File: src/rtl/md5_step_sequencer_if.sv
// Purpose: bundles the block/digest handshakes and the round-unit bus of the MD5 step sequencer.
// Latency: none; this file holds only wires.
// Backpressure: in_ready/out_ready are carried here and are decoded by the sequencer.
interface md5_step_sequencer_if;
    logic         in_valid;
    logic         in_ready;
    logic [511:0] block;
    logic [127:0] cv_in;
    logic         out_valid;
    logic         out_ready;
    logic [127:0] digest;
    logic         busy;
    logic [31:0]  rnd_a;
    logic [31:0]  rnd_b;
    logic [31:0]  rnd_c;
    logic [31:0]  rnd_d;
    logic [31:0]  rnd_message;
    logic [31:0]  rnd_s;
    logic [31:0]  rnd_t;
    logic [1:0]   rnd_sel;
    logic [31:0]  rnd_a_next;

    // Sequencer side
    modport slave (
        input  in_valid, block, cv_in, out_ready, rnd_a_next,
        output in_ready, out_valid, digest, busy,
               rnd_a, rnd_b, rnd_c, rnd_d, rnd_message, rnd_s, rnd_t, rnd_sel
    );

    // Environment side: block source, digest sink and round unit
    modport master (
        output in_valid, block, cv_in, out_ready, rnd_a_next,
        input  in_ready, out_valid, digest, busy,
               rnd_a, rnd_b, rnd_c, rnd_d, rnd_message, rnd_s, rnd_t, rnd_sel
    );
endinterface

File: src/rtl/md5_step_sequencer.sv
// Purpose: steps one 512-bit block through 64 MD5 steps via an external combinational round unit, then adds the chaining value.
// Latency: 65 cycles accept-to-out_valid, 66 cycles minimum accept-to-accept; one step per cycle.
// Backpressure: digest held while out_ready is low; in_ready stays low until the digest is taken. Option MD5_DIGEST_BSWAP_EN byte-reverses each output word.
module md5_step_sequencer #(
    parameter int NSTEPS = 64
) (
    input  logic clk,
    input  logic rst,
    md5_step_sequencer_if.slave bus
);
    typedef enum logic [1:0] {IDLE, RUN, DONE} state_t;

    localparam logic [5:0] LAST_STEP = 6'(NSTEPS - 1);

    state_t       state, state_nxt;
    logic [5:0]   step;
    logic [31:0]  a, b, c, d;
    logic [127:0] cv_q;
    logic [127:0] digest_q;
    logic [31:0]  m_reg [16];
    logic [3:0]   g;
    logic [4:0]   s5;
    logic [31:0]  t_rom;
    logic         running;

    assign running = (state == RUN);

    // State register
    always_ff @(posedge clk) begin
        if (rst) state <= IDLE;
        else     state <= state_nxt;
    end

    // Next-state decode
    always_comb begin
        state_nxt = state;
        case (state)
            IDLE:    if (bus.in_valid)       state_nxt = RUN;
            RUN:     if (step == LAST_STEP)  state_nxt = DONE;
            DONE:    if (bus.out_ready)      state_nxt = IDLE;
            default:                         state_nxt = IDLE;
        endcase
    end

    // Message index per round; the multiplies only matter modulo 16
    always_comb begin
        g = step[3:0];
        case (step[5:4])
            2'd0:    g = step[3:0];
            2'd1:    g = step[3:0] * 4'd5 + 4'd1;
            2'd2:    g = step[3:0] * 4'd3 + 4'd5;
            default: g = step[3:0] * 4'd7;
        endcase
    end

    // Rotate amount, cycling through four values per round
    always_comb begin
        s5 = 5'd0;
        case ({step[5:4], step[1:0]})
            4'h0: s5 = 5'd7;   4'h1: s5 = 5'd12;  4'h2: s5 = 5'd17;  4'h3: s5 = 5'd22;
            4'h4: s5 = 5'd5;   4'h5: s5 = 5'd9;   4'h6: s5 = 5'd14;  4'h7: s5 = 5'd20;
            4'h8: s5 = 5'd4;   4'h9: s5 = 5'd11;  4'ha: s5 = 5'd16;  4'hb: s5 = 5'd23;
            4'hc: s5 = 5'd6;   4'hd: s5 = 5'd10;  4'he: s5 = 5'd15;  default: s5 = 5'd21;
        endcase
    end

    // Additive constant ROM, T[i] = floor(|sin(i+1)| * 2^32)
    always_comb begin
        t_rom = 32'd0;
        case (step)
            6'd0:  t_rom = 32'hd76aa478;  6'd1:  t_rom = 32'he8c7b756;  6'd2:  t_rom = 32'h242070db;  6'd3:  t_rom = 32'hc1bdceee;
            6'd4:  t_rom = 32'hf57c0faf;  6'd5:  t_rom = 32'h4787c62a;  6'd6:  t_rom = 32'ha8304613;  6'd7:  t_rom = 32'hfd469501;
            6'd8:  t_rom = 32'h698098d8;  6'd9:  t_rom = 32'h8b44f7af;  6'd10: t_rom = 32'hffff5bb1;  6'd11: t_rom = 32'h895cd7be;
            6'd12: t_rom = 32'h6b901122;  6'd13: t_rom = 32'hfd987193;  6'd14: t_rom = 32'ha679438e;  6'd15: t_rom = 32'h49b40821;
            6'd16: t_rom = 32'hf61e2562;  6'd17: t_rom = 32'hc040b340;  6'd18: t_rom = 32'h265e5a51;  6'd19: t_rom = 32'he9b6c7aa;
            6'd20: t_rom = 32'hd62f105d;  6'd21: t_rom = 32'h02441453;  6'd22: t_rom = 32'hd8a1e681;  6'd23: t_rom = 32'he7d3fbc8;
            6'd24: t_rom = 32'h21e1cde6;  6'd25: t_rom = 32'hc33707d6;  6'd26: t_rom = 32'hf4d50d87;  6'd27: t_rom = 32'h455a14ed;
            6'd28: t_rom = 32'ha9e3e905;  6'd29: t_rom = 32'hfcefa3f8;  6'd30: t_rom = 32'h676f02d9;  6'd31: t_rom = 32'h8d2a4c8a;
            6'd32: t_rom = 32'hfffa3942;  6'd33: t_rom = 32'h8771f681;  6'd34: t_rom = 32'h6d9d6122;  6'd35: t_rom = 32'hfde5380c;
            6'd36: t_rom = 32'ha4beea44;  6'd37: t_rom = 32'h4bdecfa9;  6'd38: t_rom = 32'hf6bb4b60;  6'd39: t_rom = 32'hbebfbc70;
            6'd40: t_rom = 32'h289b7ec6;  6'd41: t_rom = 32'heaa127fa;  6'd42: t_rom = 32'hd4ef3085;  6'd43: t_rom = 32'h04881d05;
            6'd44: t_rom = 32'hd9d4d039;  6'd45: t_rom = 32'he6db99e5;  6'd46: t_rom = 32'h1fa27cf8;  6'd47: t_rom = 32'hc4ac5665;
            6'd48: t_rom = 32'hf4292244;  6'd49: t_rom = 32'h432aff97;  6'd50: t_rom = 32'hab9423a7;  6'd51: t_rom = 32'hfc93a039;
            6'd52: t_rom = 32'h655b59c3;  6'd53: t_rom = 32'h8f0ccc92;  6'd54: t_rom = 32'hffeff47d;  6'd55: t_rom = 32'h85845dd1;
            6'd56: t_rom = 32'h6fa87e4f;  6'd57: t_rom = 32'hfe2ce6e0;  6'd58: t_rom = 32'ha3014314;  6'd59: t_rom = 32'h4e0811a1;
            6'd60: t_rom = 32'hf7537e82;  6'd61: t_rom = 32'hbd3af235;  6'd62: t_rom = 32'h2ad7d2bb;  default: t_rom = 32'heb86d391;
        endcase
    end

    // Block/CV capture, working-register rotation and the final chaining add.
    // The digest add uses the post-step values of step 63: A=D, B=a_next, C=B, D=C.
    always_ff @(posedge clk) begin
        if (rst) begin
            a        <= '0;
            b        <= '0;
            c        <= '0;
            d        <= '0;
            step     <= '0;
            cv_q     <= '0;
            digest_q <= '0;
            for (int k = 0; k < 16; k++) m_reg[k] <= '0;
        end else begin
            case (state)
                IDLE: if (bus.in_valid) begin
                    for (int k = 0; k < 16; k++) m_reg[k] <= bus.block[32*k +: 32];
                    cv_q <= bus.cv_in;
                    a    <= bus.cv_in[31:0];
                    b    <= bus.cv_in[63:32];
                    c    <= bus.cv_in[95:64];
                    d    <= bus.cv_in[127:96];
                    step <= '0;
                end
                RUN: begin
                    a    <= d;
                    d    <= c;
                    c    <= b;
                    b    <= bus.rnd_a_next;
                    step <= step + 6'd1;
                    if (step == LAST_STEP)
                        digest_q <= {cv_q[127:96] + c, cv_q[95:64] + b,
                                     cv_q[63:32] + bus.rnd_a_next, cv_q[31:0] + d};
                end
                default: ;
            endcase
        end
    end

    // Round-unit bus: step-dependent fields are zero outside RUN so reset drives all zeros
    assign bus.rnd_a       = a;
    assign bus.rnd_b       = b;
    assign bus.rnd_c       = c;
    assign bus.rnd_d       = d;
    assign bus.rnd_sel     = running ? step[5:4] : 2'd0;
    assign bus.rnd_message = running ? m_reg[g] : 32'd0;
    assign bus.rnd_s       = running ? {27'd0, s5} : 32'd0;
    assign bus.rnd_t       = running ? t_rom : 32'd0;

    assign bus.in_ready  = (state == IDLE);
    assign bus.busy      = running;
    assign bus.out_valid = (state == DONE);

`ifdef MD5_DIGEST_BSWAP_EN
    // Canonical hex order: byte-reverse every word of the little-endian packing
    always_comb begin
        bus.digest = '0;
        for (int w = 0; w < 4; w++)
            for (int y = 0; y < 4; y++)
                bus.digest[32*w + 8*y +: 8] = digest_q[32*w + 8*(3-y) +: 8];
    end
`else
    assign bus.digest = digest_q;
`endif
endmodule
File: src/flat_wrapper.sv
// flat-port wrapper written by rule: the top's interface ports become plain ports
module md5_step_sequencer_flat 
#(
    parameter int NSTEPS = 64
)
  (clk, rst, bus_in_valid, bus_block, bus_cv_in, bus_out_ready, bus_rnd_a_next, bus_in_ready, bus_out_valid, bus_digest, bus_busy, bus_rnd_a, bus_rnd_b, bus_rnd_c, bus_rnd_d, bus_rnd_message, bus_rnd_s, bus_rnd_t, bus_rnd_sel);
  md5_step_sequencer_if bus_i ();
  input  logic clk;
  input  logic rst;
  input wire logic [$bits(bus_i.in_valid)-1:0] bus_in_valid;
  input wire logic [$bits(bus_i.block)-1:0] bus_block;
  input wire logic [$bits(bus_i.cv_in)-1:0] bus_cv_in;
  input wire logic [$bits(bus_i.out_ready)-1:0] bus_out_ready;
  input wire logic [$bits(bus_i.rnd_a_next)-1:0] bus_rnd_a_next;
  output wire logic [$bits(bus_i.in_ready)-1:0] bus_in_ready;
  output wire logic [$bits(bus_i.out_valid)-1:0] bus_out_valid;
  output wire logic [$bits(bus_i.digest)-1:0] bus_digest;
  output wire logic [$bits(bus_i.busy)-1:0] bus_busy;
  output wire logic [$bits(bus_i.rnd_a)-1:0] bus_rnd_a;
  output wire logic [$bits(bus_i.rnd_b)-1:0] bus_rnd_b;
  output wire logic [$bits(bus_i.rnd_c)-1:0] bus_rnd_c;
  output wire logic [$bits(bus_i.rnd_d)-1:0] bus_rnd_d;
  output wire logic [$bits(bus_i.rnd_message)-1:0] bus_rnd_message;
  output wire logic [$bits(bus_i.rnd_s)-1:0] bus_rnd_s;
  output wire logic [$bits(bus_i.rnd_t)-1:0] bus_rnd_t;
  output wire logic [$bits(bus_i.rnd_sel)-1:0] bus_rnd_sel;
  assign bus_i.in_valid = bus_in_valid;
  assign bus_i.block = bus_block;
  assign bus_i.cv_in = bus_cv_in;
  assign bus_i.out_ready = bus_out_ready;
  assign bus_i.rnd_a_next = bus_rnd_a_next;
  assign bus_in_ready = bus_i.in_ready;
  assign bus_out_valid = bus_i.out_valid;
  assign bus_digest = bus_i.digest;
  assign bus_busy = bus_i.busy;
  assign bus_rnd_a = bus_i.rnd_a;
  assign bus_rnd_b = bus_i.rnd_b;
  assign bus_rnd_c = bus_i.rnd_c;
  assign bus_rnd_d = bus_i.rnd_d;
  assign bus_rnd_message = bus_i.rnd_message;
  assign bus_rnd_s = bus_i.rnd_s;
  assign bus_rnd_t = bus_i.rnd_t;
  assign bus_rnd_sel = bus_i.rnd_sel;
  md5_step_sequencer #(.NSTEPS(NSTEPS)) u_core (.clk(clk), .rst(rst), .bus(bus_i));
endmodule
File: config.mk
export PLATFORM = sky130hd
export DESIGN_NAME = md5_step_sequencer_flat
export DESIGN_NICKNAME = d
export VERILOG_FILES = /design/src/rtl/md5_step_sequencer_if.sv /design/src/rtl/md5_step_sequencer.sv /design/src/flat_wrapper.sv
export SDC_FILE = /design/constraint.sdc
export NUM_CORES = 2
export LEC_CHECK = 0
export BUFFER_PORTS_ARGS = -buffer_cell sky130_fd_sc_hd__buf_4
export CORE_AREA = 2 2 407 409
export CTS_CLUSTER_SIZE = 40
export DETAILED_ROUTE_END_ITERATION = 10
export DIE_AREA = 0 0 409 411
export GPL_TIMING_DRIVEN = 0
export MAX_ROUTING_LAYER = met4
export SYNTH_ARGS = -nofsm -noshare
export SYNTH_HDL_FRONTEND = slang
export SYNTH_SLANG_ARGS = --single-unit
File: constraint.sdc
create_clock -name clk -period 18.95 [get_ports clk]
set_input_delay 3.79 -clock clk [delete_from_list [all_inputs] [get_ports clk]]
set_output_delay 3.79 -clock clk [all_outputs]
set_load 0.02 [all_outputs]
# [Word-level counts from Yosys, hierarchy flattened]
# Memories as Yosys holds them, arrays and structs flattened. A register that Yosys moved wholly into a read port is not among the register bits.
# Index checks and enable logic that the tools add are counted.
[word_totals] rom_bits=2128 memories=3 output_inout_bits=357 ff_bits=392 mem_bits_rw=512
[op_classes] n_mux=45 eq_ne=8 n_bitwise=16 add_sub_neg=7 multipliers=3 reduce_logical=7
[mem_list] name="(no name shown)" depth=64 word_bits=32 read_ports=1 rd_clocked_by_memory_dff=1 write_ports=0 line_no="md5_step_sequencer.sv:70" text="case (step)"
[mem_list] name="u_core.m_reg" depth=16 word_bits=32 read_ports=1 rd_clocked_by_memory_dff=0 write_ports=16 line_no="md5_step_sequencer.sv:20" text="logic [31:0] m_reg [16];"
[mem_list] name="(no name shown)" depth=16 word_bits=5 read_ports=1 rd_clocked_by_memory_dff=1 write_ports=0 line_no="md5_step_sequencer.sv:59" text="case ({step[5:4], step[1:0]})"
[ops] cell="$mux 32" n=22
[ops] cell="$pmux 32 s2" n=4
[ops] cell="$add 32x32->32" n=4
[ops] cell="$mux 6" n=3
[ops] cell="$or 1x1->1" n=16
[ops] cell="$pmux 4 s3" n=1
[ops] cell="$pmux 6 s2" n=1
[ops] cell="$mul 4x3->4 const B" n=2
[ops] cell="$mux 2" n=4
[ops] cell="$mux 4" n=2
[ops] cell="$add 6x1->6 const B" n=1
[ops] cell="$eq 6x6->1 const B" n=1
[ops] cell="$mux 1" n=6
[ops] cell="$ne 2x2->1 const B" n=3
[ops] cell="$pmux 2 s3" n=1
[ops] cell="$reduce_and 2->1" n=3
[ops] cell="$mux 5" n=1
[ops] cell="$add 4x1->4 const B" n=1
[ops] cell="$add 4x3->4 const B" n=1
[ops] cell="$eq 2x1->1 const B" n=2
[ops] cell="$eq 2x2->1 const B" n=2
[ops] cell="$logic_not 2->1" n=2
[ops] cell="$mul 4x2->4 const B" n=1
[ops] cell="$reduce_and 3->1" n=1
[ops] cell="$reduce_bool 2->1" n=1

# [Logic depth before layout (Yosys ltp)]
[depth] word_depth=5 mapped_depth=15

# [Least setup slack after synthesis]
# OpenSTA, ideal clock, no wires.
[synth_path] path_type="input to register" start="input port rst" end="memory u_core.m_reg[0][0] (enable)" path_slack_ns=3.698 required_time_ns=18.094 path_stages=5 arrival_time_ns=14.397 cell_sequence="clkbuf_1 > a21oi_1 > clkbuf_1 > clkbuf_1 > inv_1"
[synth_rtl] item="start: declaration" line_no="flat_wrapper.sv:9" text="input logic rst;"
[synth_rtl] item="end: declaration" line_no="md5_step_sequencer.sv:20"

# [Worst setup path after layout]
[layout_path] start="register u_core.step[1]" end="output port bus_rnd_message[28]"
[layout_between] elab_chain_len=5 elab_cells_between_ends=8 classes_between="2 x add/sub; 3 x mul; 2 x mux; 1 x memory"
[layout_lines] item="start: declaration" line_no="md5_step_sequencer.sv:16" text="logic [5:0] step;"
[layout_lines] item="start signal: assignment" line_no="md5_step_sequencer.sv:118" text="step <= step + 6'd1;"
[layout_lines] item="$mul 4x2->4 / $mul 4x3->4 (equally long branches)" line_no="md5_step_sequencer.sv:51, md5_step_sequencer.sv:50"
[layout_lines] item="$add 4x3->4 / $add 4x1->4 (equally long branches)" line_no="md5_step_sequencer.sv:51, md5_step_sequencer.sv:50"
[layout_lines] item="$pmux 4 s3 (*)" line_no="md5_step_sequencer.sv:48" text="case (step[5:4])"
[layout_lines] item="$mem_v2 16x32 (*)"
[layout_lines] item="$mux 32 (*)" line_no="md5_step_sequencer.sv:134" text="assign bus.rnd_message = running ? m_reg[g] : 32'd0;"
[layout_lines] item="end: declaration" line_no="flat_wrapper.sv:23" text="output wire logic [$bits(bus_i.rnd_message)-1:0] bus_rnd_message;"
# Every way passes the cells marked *; elsewhere a longest branch is shown, timed or not.

==> impl_metrics.toml <==
[clock_network]
cts_buffer_depth = 3
post_cts_buffers = 0
holdBufCountCts = 0
htree_levels = 3
cts_made_buffers = 105
clock-sinks = 941
cts_root_buf = "clkbuf_16"
clk_latency_ns = 0.75
cts_resized = 0
clk_pin_slew_worst_paths_ns = 0.06
cts_tree = "built"

[grt]
grt_antenna_before_repair = 30
grt_pass1_vias = 42077
grt_max_degree = 132
grt_pass1_wl_microns = 332000
grt_overflow_total = 0
track_usage_pct = 29.0

[routing]
top_layer = "met4"
drtPass1Iterations = 5
wirelength_met1_microns = 93500
vias_per_cell = 5.35
drcViolationCount = 0
ant_nets = 0
wirelength_microns = 246000
drt-initial-drc-count = 4070
wl_met2_microns = 120000
routedWlPerCell_microns = 30.8
num_vias = 42650
wl_met3_microns = 16900

[floorplan]
pin_count = 1033
num_rows = 149
die_area_sq_um = 168000
die_h_microns = 411
start_util_pct = 29.1
dieWidth_microns = 409
core_sq_um = 164000

[logic_synthesis]
ys.flop_type = "edfxtp_1"
synth_adder_area_share_pct = 4.16
synth_simple_gate_area_share_pct = 16.8
synth_area_sq_um = 47700
synth_top_area_cell = "edfxtp_1"
yosysWarnings = 0
yosysUniqueCellTypes = 91
ys_ff_latch = 941
synth_top_family_by_area = "simple AND/OR/NAND/NOR gates"
synth.mux.area_fraction_pct = 6.91
async_reset_ff_share_pct = 0
synth_compound_area_share_pct = 15.9
syn_inst = 4518
ys_top_cells_by_area = "edfxtp_1, dfxtp_1, mux4_2, and2_1, nand2_1"
synth-xor-area-share_pct = 2.09
yosysSeqAreaShare_pct = 50.2
synth_top_area_share_pct = 32.2
synth.avg_cell_area_sq_um = 10.6
synth-edff-count = 512

[placed_design]
finalWeightedCongestion = 0.995
port_buffers = 1005
hpwlAfterDp_microns = 197000

[cells_and_area]
final_layout_size_suffix_gt1_share_pct = 24.6
n_fill_cell = 16428
seqCellArea_sq_um = 24000
multi_input_area_sq_um = 22000
largest_register_ffs = 512
layout.nets = 6493
final_cell_mix = "buf_4, nand2_1, edfxtp_1"
final_common_cell = "buf_4"
area_growth_pct = 29.6

[outcome]
outcome = "finished, violations left"
violations = "capacitance limit, slew limit"

[timing]
tns_ns = 0
rsz0062_at_grt = "false"
fin_crit_ns = 9.90
slew_headroom_pct = -4.74
fin_crit_sh_pct = 52.3
setup_viol = 0
clock.fmax_ghz = 0.101
finClkSkew_ns = 0.0311
drv_slew = 11
worst_slew_pin_slew_ns = 1.57
hold_viol = 0

[worst_setup_path]
path_max_fanout = 10
crit_path_top_delay_cell = "mux2i_1"
cp-end-kind = "primary output"
critPathArrivalTime_ns = 6.11
cpLargestDelayFamily = "multiplexers"
critical_path_buf_inv_count = 5
critPathMaxStageDelay_ns = 1.01
path_cells = "inv_1, ha_1, nor2_1, mux2_2, a221oi_2, buf_4, buf_12, buf_12, mux4_2, mux2i_1, a211oi_1, buf_4"
worstSetupPathType = "flop to primary output"
worstPathRequired_ns = 15.16
cp-start-kind = "flop"

[power_and_ir_drop]
max-vdd-ir-drop_v = 0.0000737
leakagePower_nw = 25.1
totalPowerFinal_mw = 5.44
powerDensity_nw_per_um2 = 87.9

[hold_path]
hold_class = "flop to flop"

[job]
maxCapViolations = 1
metal layers:
| layer | up-vias | track usage, % |
|---|---|---|
| li1 | 18809 | - |
| met1 | 21130 | 33.0 |
| met2 | 2215 | 48.5 |
| met3 | 496 | 5.37 |
| met4 | 0 | 15.3 |
| met5 | - | - |
stage by stage:
step	setup slack, ns	hold WS (ns)	utilization, %	std cells	cell area (sq um)
2_1_floorplan	3.70	0.454	-	4544	47800
3_3_place_gp	-2.22	0.439	35.5	7738	58100
3_5_place_dp	9.67	0.448	35.6	7744	58300
4_1_cts	8.84	0.459	37.7	7940	61800
5_1_grt	8.89	0.479	37.8	7962	61900
6_report	9.05	0.456	37.8	7969	61900
synth_stat cells (5+ instances only):
cell and number:
o31ai_1 14, a41oi_1 5, o32ai_1 6, o21ai_0 168, a2111oi_0 5, xor2_1 42, nor3_1 44, nand2_1 550
xnor2_1 72, o21ai_1 14, buf_2 26, o21a_1 16, a21o_1 61, edfxtp_1 512, a22oi_1 6, nor2b_1 235
o21bai_1 18, or3_1 9, and3_1 13, o211ai_1 25, a21oi_1 276, mux4_2 130, a22o_1 132, o221ai_1 12
a31oi_1 22, a211o_1 6, dfxtp_1 429, a211oi_1 107, o311ai_0 6, fa_1 6, nand3_1 51, nand4_1 18
clkbuf_1 268, nand2b_1 11, buf_4 32, nor2_1 296, ha_1 149, mux2i_1 36, o22ai_1 8, a311oi_1 138
and2_1 370, nor3b_1 7, o2111ai_1 6, inv_1 36, buf_1 28
final timing paths:
kind                               from                    end  slack, ns  cells after the start
setup / recovery         u_core.step[1]    bus_rnd_message[28]       9.05                     12
hold / removal    u_core.bus.digest[46]  u_core.bus.digest[46]       0.46                      2
setup reg to reg        u_core.state[0]        u_core.t_rom[8]      12.96                     13
hold reg to reg   u_core.bus.digest[46]  u_core.bus.digest[46]       0.46                      2
power by group:
group / leakage [nW] / switching, mW / total (mW) / internal [mW]
clock: 1.73 / 0.919 / 2.13 / 1.21
sequential: 9.01 / 0.101 / 2.40 / 2.30
combinational: 14.4 / 0.552 / 0.916 / 0.364
area by class of cell:
type,instances,share of cell area [%]
plain buffers,369,2.76
clock inverters,65,1.12
well taps,2189,4.43
inverters,40,0.255
clock buffers,131,4.59
multi-input cells,3194,35.6
repair buffers,1011,12.4
diodes,29,0.117
flip-flops and latches,941,38.7
cell families after synthesis:
logic type,Yosys count
buffers and inverters,409
xor gates and xnor gates,114
AOI/OAI and AO/OA,1098
other,1
and+or+nand+nor,1633
muxes,167
DFF,941
adders and majority gates,155
worst min-delay path: cells and delay by family (launching register included):
kind	cells	cell delay (ns)
flip-flops	1	0.31
AND/OR/NAND/NOR	1	0.05
AO/OA/AOI/OAI	1	0.05
Power figures use the tool's default switching activity.
